<file path="config.mk">
export PLATFORM = sky130hd
export DESIGN_NAME = instruction_loader
export DESIGN_NICKNAME = d
export VERILOG_FILES = /design/src/rtl/instruction_loader.sv
export SDC_FILE = /design/constraint.sdc
export NUM_CORES = 1
export LEC_CHECK = 0
export BUFFER_PORTS_ARGS = -buffer_cell sky130_fd_sc_hd__buf_2
export CAP_MARGIN = 30
export CORE_MARGIN = 1
export CORE_UTILIZATION = 47
export CTS_CLUSTER_DIAMETER = 80
export DETAILED_ROUTE_END_ITERATION = 10
export MAX_ROUTING_LAYER = met4
export PLACE_DENSITY_LB_ADDON = 0.12
export SLEW_MARGIN = 20
export SYNTH_ARGS = -nofsm -noshare
export SYNTH_HDL_FRONTEND = slang
export SYNTH_SLANG_ARGS = --single-unit
</file>
<file path="constraint.sdc">
create_clock -name origclk -period 5.6 [get_ports origclk]
set_clock_uncertainty 0.05 [all_clocks]
set_input_delay 1.12 -clock origclk [delete_from_list [all_inputs] [get_ports origclk]]
set_output_delay 1.12 -clock origclk [all_outputs]
set_load 0.02 [all_outputs]
</file>
<file path="src/rtl/instruction_loader.sv">
// Writable instruction memory: a host streams a program in over valid/ready while
// the processor is held in reset; the processor then fetches bytes by pc.
module instruction_loader #(
    parameter int unsigned DEPTH = 32
) (
    input  logic       origclk,
    input  logic       reset,
    input  logic       load_start,
    input  logic       load_valid,
    input  logic [7:0] load_data,
    input  logic       load_last,
    output logic       load_ready,
    output logic       load_done,
    output logic       load_error,
    output logic [7:0] load_count,
    output logic       cpu_reset,
    input  logic [7:0] pc,
    output logic [7:0] instruction
);

    localparam int unsigned AW      = (DEPTH > 1) ? $clog2(DEPTH) : 1;
    localparam int unsigned CNT_MAX = (DEPTH > 255) ? 255 : DEPTH;
    localparam logic [AW-1:0] LAST_IDX = AW'(DEPTH - 1);

    typedef enum logic [2:0] {
        S_CLEAR = 3'd0,
        S_IDLE  = 3'd1,
        S_LOAD  = 3'd2,
        S_RUN   = 3'd3,
        S_ERROR = 3'd4
    } state_t;

    state_t        state;
    state_t        state_next;
    logic [AW-1:0] clr_ptr;
    logic [AW-1:0] wptr;
    logic [7:0]    mem [DEPTH];

    logic          accept_c;
    logic          load_ready_d;
    logic          load_done_d;
    logic          load_error_d;
    logic          cpu_reset_d;

    // A restart request takes priority over a coincident byte, so the byte is dropped.
    assign accept_c = load_valid & load_ready & ~load_start & (state == S_LOAD);

    // State register
    always_ff @(posedge origclk) begin
        if (reset) begin
            state <= S_CLEAR;
        end else begin
            state <= state_next;
        end
    end

    // Next-state logic
    always_comb begin
        state_next = state;
        case (state)
            S_CLEAR: begin
                if (clr_ptr == LAST_IDX) begin
                    state_next = S_IDLE;
                end
            end
            S_IDLE: begin
                if (load_start) begin
                    state_next = S_LOAD;
                end
            end
            S_LOAD: begin
                if (load_start) begin
                    state_next = S_LOAD;
                end else if (accept_c) begin
                    if (load_last) begin
                        state_next = S_RUN;
                    end else if (wptr == LAST_IDX) begin
                        state_next = S_ERROR;
                    end
                end
            end
            S_RUN, S_ERROR: begin
                if (load_start) begin
                    state_next = S_LOAD;
                end
            end
            default: begin
                state_next = S_CLEAR;
            end
        endcase
    end

    // Output decode from the upcoming state so the registered outputs track it
    always_comb begin
        load_ready_d = 1'b0;
        load_done_d  = 1'b0;
        load_error_d = 1'b0;
        cpu_reset_d  = 1'b1;
        case (state_next)
            S_LOAD: begin
                load_ready_d = 1'b1;
            end
            S_RUN: begin
                cpu_reset_d = 1'b0;
                load_done_d = (state == S_LOAD);
            end
            S_ERROR: begin
                load_error_d = 1'b1;
            end
            default: begin
                load_ready_d = 1'b0;
            end
        endcase
    end

    // Registered handshake/status outputs
    always_ff @(posedge origclk) begin
        if (reset) begin
            load_ready <= 1'b0;
            load_done  <= 1'b0;
            load_error <= 1'b0;
            cpu_reset  <= 1'b1;
        end else begin
            load_ready <= load_ready_d;
            load_done  <= load_done_d;
            load_error <= load_error_d;
            cpu_reset  <= cpu_reset_d;
        end
    end

    // Clear pointer, write pointer and saturating byte counter
    always_ff @(posedge origclk) begin
        if (reset) begin
            clr_ptr    <= '0;
            wptr       <= '0;
            load_count <= '0;
        end else begin
            if (state == S_CLEAR) begin
                clr_ptr <= clr_ptr + AW'(1);
            end
            if (load_start && (state != S_CLEAR)) begin
                wptr       <= '0;
                load_count <= '0;
            end else if (accept_c) begin
                wptr <= wptr + AW'(1);
                if (load_count < 8'(CNT_MAX)) begin
                    load_count <= load_count + 8'd1;
                end
            end
        end
    end

    // Single write port shared by the clear sweep and the load stream
    always_ff @(posedge origclk) begin
        if (state == S_CLEAR) begin
            mem[clr_ptr] <= 8'h00;
        end else if (accept_c) begin
            mem[wptr] <= load_data;
        end
    end

    // Fetch path reads the array as of the last edge; out-of-range pc reads zero.
    assign instruction = ({1'b0, pc} < 9'(DEPTH)) ? mem[pc[AW-1:0]] : 8'h00;

endmodule

</file>
==> results of run 1 <==
-- layer usage --
metal  track usage, %  up-vias
met5                -        -
met4            4.577        0
met3            2.808       31
met2            32.85      144
met1            28.01     3054
li1                 -     2580
-- sequential cells by signal, summed over array words and instances, names as in the netlist --
signal,flops
mem,256
load_count,8
clr_ptr,5
wptr,5
state,3
cpu_reset,1
load_done,1
load_error,1
load_ready,1
-- layout make-up --
cell class / count / area (um2) / area share, %
flip-flops and latches: 281 / 8188 / 63.53
multi-input cells: 284 / 2877 / 22.32
clock buffers: 39 / 855.8 / 6.641
well taps: 319 / 399.1 / 3.097
repair buffers: 59 / 392.9 / 3.049
clock inverters: 17 / 137.6 / 1.068
inverters: 10 / 37.54 / 0.2913
-- worst register-to-register path, stage by stage (launching register included) --
cell	delay, ns
dfxtp_1	0.42
nor3b_2	0.52
buf_4	0.30
and2_1	0.44
a32oi_1	0.48
nor2_1	0.89
-- where the power goes --
part	internal, mW	total (mW)	switching [mW]
combinational	0.0615	0.152	0.0908
sequential	2.28	2.29	0.00789
clock	1.16	1.95	0.789
-- worst paths after layout --
check	startpoint	to	slack (ns)	cells after the start
setup / recovery	pc[1]	instruction[0]	1.10	8
hold / removal	load_count[6]	load_count[6]	0.39	2
setup reg to reg	state[1]	mem[6][6]	2.12	5
hold reg to reg	load_count[6]	load_count[6]	0.39	2
-- metrics by stage --
step / util (%) / setup slack [ns] / area [um2] / hold slack [ns] / power (mW)
final: 54.74 / 1.101 / 12890 / 0.3879 / 4.393
after global routing: 54.74 / 0.9106 / 12890 / 0.4225 / 4.515
after CTS: 54.58 / 1.055 / 12850 / 0.3920 / 4.426
after detailed placement: 50.36 / 1.049 / 11860 / 0.3824 / 2.486
after global placement: 50.19 / 1.049 / 11820 / 0.3767 / 2.484
after floorplan: - / 1.906 / 11320 / 0.4407 / 2.439
-- synth_stat cells (2+ instances only) --
| cell type | instances | area share [%] |
|---|---|---|
| a2111oi_0 | 3 | 0.23 |
| a21oi_1 | 14 | 0.62 |
| a221o_1 | 3 | 0.27 |
| a22oi_1 | 8 | 0.53 |
| a31oi_1 | 6 | 0.33 |
| a41oi_1 | 5 | 0.39 |
| and2_1 | 4 | 0.22 |
| and3_1 | 19 | 1.1 |
| buf_1 | 3 | 0.099 |
| buf_2 | 10 | 0.44 |
| buf_4 | 4 | 0.27 |
| buf_6 | 5 | 0.50 |
| clkbuf_1 | 8 | 0.27 |
| dfxtp_1 | 25 | 4.4 |
| edfxtp_1 | 256 | 68 |
| ha_1 | 5 | 0.55 |
| inv_1 | 10 | 0.33 |
| mux2_2 | 3 | 0.30 |
| mux2i_1 | 23 | 2.0 |
| mux4_1 | 7 | 1.6 |
| mux4_2 | 57 | 11 |
| nand2_1 | 24 | 0.80 |
| nand3_1 | 5 | 0.22 |
| nand4_1 | 4 | 0.22 |
| nor2_1 | 48 | 1.6 |
| nor2b_1 | 3 | 0.17 |
| nor3_1 | 6 | 0.27 |
| nor3b_1 | 3 | 0.20 |
| o211ai_1 | 5 | 0.33 |
| o21ai_0 | 2 | 0.088 |
| o21ba_2 | 2 | 0.18 |
| or3_1 | 3 | 0.17 |
| xnor2_1 | 4 | 0.31 |
| xor2_1 | 4 | 0.31 |
-- cell families (layout without fill, tap and decap cells) --
family | after synthesis | in the layout | share of synthesized area, %
and+or+nand+nor | 124 | 124 | 5.295
adders and majority gates | 5 | 5 | 0.5527
xor gates and xnor gates | 8 | 8 | 0.6189
DFF | 281 | 281 | 72.33
AOI/OAI and AO/OA | 57 | 57 | 3.626
buffers and inverters | 43 | 125 | 2.277
muxes | 90 | 90 | 15.30
-- layout by cell type, fill, tap and decap left out, types with 8 or more instances in the layout --
cell / count
a22oi_1: 8
nor2_1: 48
inv_1: 10
a21oi_1: 14
dfxtp_1: 25
mux4_2: 57
nand2_1: 24
and3_1: 17
buf_2: 39
edfxtp_1: 256
clkbuf_16: 31
mux2i_1: 23
buf_4: 13
==> impl_metrics.csv, run 1 <==
group,metric,value,unit
route,routed_wl,23.44,mm
min_path,hold_class,"reg2reg",
run,max-cap-violations,0,
clock_network,post_cts_buffers,0,
timing,rsz0062_at_grt,"no",
synth,async_flop_share,0,%
setup_path,cp.arrival,3.33,ns
clock_network,post_cts_resized,0,
setup_path,cp_slowest_stage_delay,0.53,ns
die,die_w,157.2,um
route,num_vias,5809,
synth,synth_nets,634,
finish,nFillCells,1891,
clock_network,clockRootBuffer,"clkbuf_16",
clock_network,path_clk_slew,0.06,ns
clock_network,cts_buffers,30,
setup_path,crit_path_frequent_cell,"buf_4",
route,vias_per_cell,5.757,
synth,synth.distinct_cells,51,
die,rows,56,
grt,grt_pass1_vias,5830,
status,run_status,"complete, no violations",
timing,fin_tns_setup,0,ns
synth,syn_avg_cell_area,18.62,um2
setup_path,crit_type,"in2out",
timing,slew_viol_final,0,
setup_path,cp.required,4.43,ns
synth,yosysWarnings,0,
clock_network,hold_buffers,0,
finish,areaGrowthSynthToFinish,13.85,%
synth,ys_seq_area_share,72.33,%
clock_network,clk_latency,0.54,ns
grt,grt_pass1_wl,35.60,mm
timing,fin_crit_sh,80.34,%
place,dpl.hpwl,15.02,mm
power_and_ir_drop,p_per_area,340.9,nW/um2
finish,num_antenna_cells,0,
route,top_layer,"met4",
route,drcViolationCount,0,
clock_network,clock-sinks,281,
timing,setup_viol,0,
synth,ys.flop_type,"edfxtp_1",
die,die-area,24710,um2
finish,final_nets,692,
grt,grt_use_total,20.45,%
die,fp.dieH,157.2,um
grt,grt_max_degree,33,
setup_path,critical_path_buf_inv_count,4,
setup_path,critPathTopFamily,"buffers and inverters",
finish,drive_gt1_share,25.07,%
timing,fmax,222.3,MHz
setup_path,startpoint_type,"primary input",
route,wl_met1,10.46,mm
clock_network,clockBufferDepth,3,
clock_network,cts_tree,"done",
place,gp_routability_congestion,0.8172,
synth,ys_seq_elements,281,
timing,hold_viol_final,0,
synth,syn_area,11320,um2
finish,layout.cells.non_filler,1009,
route,drtIter0Drc,437,
route,ant_nets,0,
timing,layout_min_cycle_time,4.499,ns
setup_path,crit_chain,"buf_4, buf_4, buf_4, mux4_2, mux2i_1, a21oi_1, and3_1, buf_2",
setup_path,crit_fanout,29,
power_and_ir_drop,p_leak,4.538,nW
timing,slew_headroom,30.65,%
route,wl_per_cell,23.23,um
place,numPortBuffers,40,
route,drt-pass1-iter-count,4,
route,wl_met2,11.45,mm
die,core_area,23540,um2
setup_path,endpoint_kind,"output port",
synth,postSynthCellCount,608,
grt,overflow,0,
grt,antenna_found_initial,0,
route,dr_wl_met3,1.202,mm
place,place_inst,949,
setup_path,worst_path_max_delay_cell,"mux4_2",
synth,synth-edff-count,256,
power_and_ir_drop,peakVddDrop,0.0002509,V
die,start_util,48.08,%
clock_network,htreeDepth,1,
timing,worst_slew_pin_slew,1.040,ns
die,pin_count,41,
Note: power is estimated with default switching activity, not from simulation.
==> inputs of run 2 (changes only) <==
Clock period 5.6 ns to 4.3 ns, I/O delays scaled along.
==> run 2 against run 1 <==
Setup slack got worse by 0.52 ns. Core utilization rose by 0.71 points. Sequential power increased by 30%. Die area did not move. Wire length grew 0.50%. Flip-flop and latch count did not move. Clock-buffer cell count fell by 3. Largest cell class unchanged.
==> impl_metrics.csv, run 2 (synthesized netlist as in run 1, its figures left out) <==
group,metric,value,unit
status,run_status,"complete, no violations",
setup_path,crit_path_frequent_cell,"buf_2",
clock_network,clockRootBuffer,"clkbuf_16",
finish,areaGrowthSynthToFinish,15.32,%
power_and_ir_drop,peakVddDrop,0.0002506,V
setup_path,endpoint_kind,"output port",
finish,num_antenna_cells,0,
timing,slew_headroom,29.74,%
clock_network,path_clk_slew,0.06,ns
die,fp.dieH,157.2,um
setup_path,crit_fanout,27,
setup_path,cp.arrival,2.81,ns
clock_network,post_cts_buffers,0,
clock_network,htreeDepth,1,
clock_network,clock-sinks,281,
clock_network,post_cts_resized,0,
finish,nFillCells,1836,
setup_path,reg2reg_from,"state[1]",
route,drtIter0Drc,433,
clock_network,clk_latency,0.52,ns
timing,slew_viol_final,0,
setup_path,crit_chain,"buf_2, buf_4, mux4_2, mux2i_1, a21oi_1, and3_1, buf_2",
finish,layout.cells.non_filler,1039,
grt,overflow,0,
clock_network,cts_buffers,29,
finish,largestRegisters,"mem: 256 flops, load_count: 8 flops",
route,ant_nets,0,
die,pin_count,41,
timing,hold_viol_final,0,
finish,drive_gt1_share,27.36,%
timing,rsz0062_at_grt,"no",
clock_network,cts_tree,"done",
place,numPortBuffers,40,
finish,final_cell_mix,"edfxtp_1, mux4_2, buf_4",
timing,layout_min_cycle_time,3.717,ns
timing,fin_tns_setup,0,ns
power_and_ir_drop,power.total,5.602,mW
die,die-area,24710,um2
grt,grt_pass1_vias,5994,
route,drcViolationCount,0,
place,place_inst,989,
route,drt-pass1-iter-count,4,
finish,largest_register_ffs,256,
finish,fin_util,55.45,%
min_path,hold_class,"reg2reg",
die,rows,56,
clock_network,hold_buffers,0,
grt,grt_use_total,20.67,%
setup_path,startpoint_type,"primary input",
power_and_ir_drop,p_per_area,429.1,nW/um2
clock_network,clockBufferDepth,3,
finish,final_common_cell,"edfxtp_1",
route,vias_per_cell,5.634,
setup_path,critPathLaunch,"pc[2]",
power_and_ir_drop,p_leak,4.677,nW
timing,setup_viol,0,
run,max-cap-violations,0,
finish,final_nets,728,
setup_path,crit_type,"in2out",
place,dpl.hpwl,14.97,mm
place,gp_routability_congestion,0.8049,
timing,worst_slew_pin_slew,1.054,ns
grt,antenna_found_initial,0,
min_path,min_from,"load_count[6]",
setup_path,cp.required,3.39,ns
die,start_util,48.08,%
timing,fin_crit_sh,86.43,%
grt,grt_pass1_wl,36.11,mm
route,routed_wl,23.56,mm
die,die_w,157.2,um
finish,regMostFlops,"mem",
grt,grt_max_degree,33,
timing,fmax,269.1,MHz
route,num_vias,5854,
die,core_area,23540,um2
setup_path,worst_path_max_delay_cell,"buf_2",
setup_path,cp_slowest_stage_delay,0.53,ns
route,wl_per_cell,22.68,um
[run 2: changes by cell type in the layout (fill, tap and decap cells not counted), moves of 2 or more]
| cell | before | now |
|---|---|---|
| clkinv_2 | 7 | 3 |
| clkbuf_1 | 3 | 7 |
| and3_1 | 17 | 19 |
| buf_8 | 2 | 0 |
| bufinv_16 | 2 | 4 |
| clkbuf_8 | 5 | 0 |
| buf_4 | 13 | 54 |
| and3_2 | 2 | 0 |
| clkbuf_16 | 31 | 29 |
| buf_6 | 2 | 0 |
[run 2: worst paths after layout]
path / depth (start not counted) / to / slack [ns]
worst max-delay path: 7 / instruction[5] / 0.58
worst max register to register: 4 / mem[29][1] / 0.99
worst min register to register: 2 / load_count[6] / 0.39
worst min-delay path: 2 / load_count[6] / 0.39
[run 2: stage by stage]
stage,cell area [um2],setup slack (ns),hold slack (ns)
3_3_place_gp,12140,0.5283,0.3781
4_1_cts,13050,0.5612,0.3952
6_report,13050,0.5834,0.3886
2_1_floorplan,11320,1.126,0.4407
5_1_grt,13050,0.4887,0.4222
3_5_place_dp,12140,0.5748,0.3870
[run 2: critical path: cells and delay by family]
| family | cells | cell delay (ns) |
|---|---|---|
| buffers and inverters | 3 | 1.08 |
| multiplexers | 2 | 0.54 |
| AND/OR/NAND/NOR | 1 | 0.19 |
| AO/OA/AOI/OAI | 1 | 0.09 |
[run 2: area by class of cell]
type	count	area (um2)	share of cell area [%]
Clock buffer	36	752.0	5.761
Clock inverter	13	157.7	1.208
Inverter	10	37.54	0.2875
Multi-Input combinational cell	284	2874	22.02
Sequential cell	281	8188	62.72
Tap cell	319	399.1	3.058
Timing Repair Buffer	96	645.6	4.946
[run 2: power by group]
group / leakage, nW / switching (mW) / internal [mW] / total, mW
registers: 2.73 / 0.0101 / 2.97 / 2.98
clock network: 0.443 / 0.949 / 1.46 / 2.41
logic: 1.50 / 0.123 / 0.0898 / 0.212
total: 4.68 / 1.08 / 4.52 / 5.60
[run 2: layer usage]
| layer | share of wire (%) | vias up | global-route usage, % |
|---|---|---|---|
| li1 | - | 2650 | - |
| met1 | 43 | 3036 | 27.45 |
| met2 | 50 | 134 | 33.63 |
| met3 | 4.5 | 34 | 2.753 |
| met4 | 2.3 | 0 | 5.918 |
| met5 | 0 | - | - |
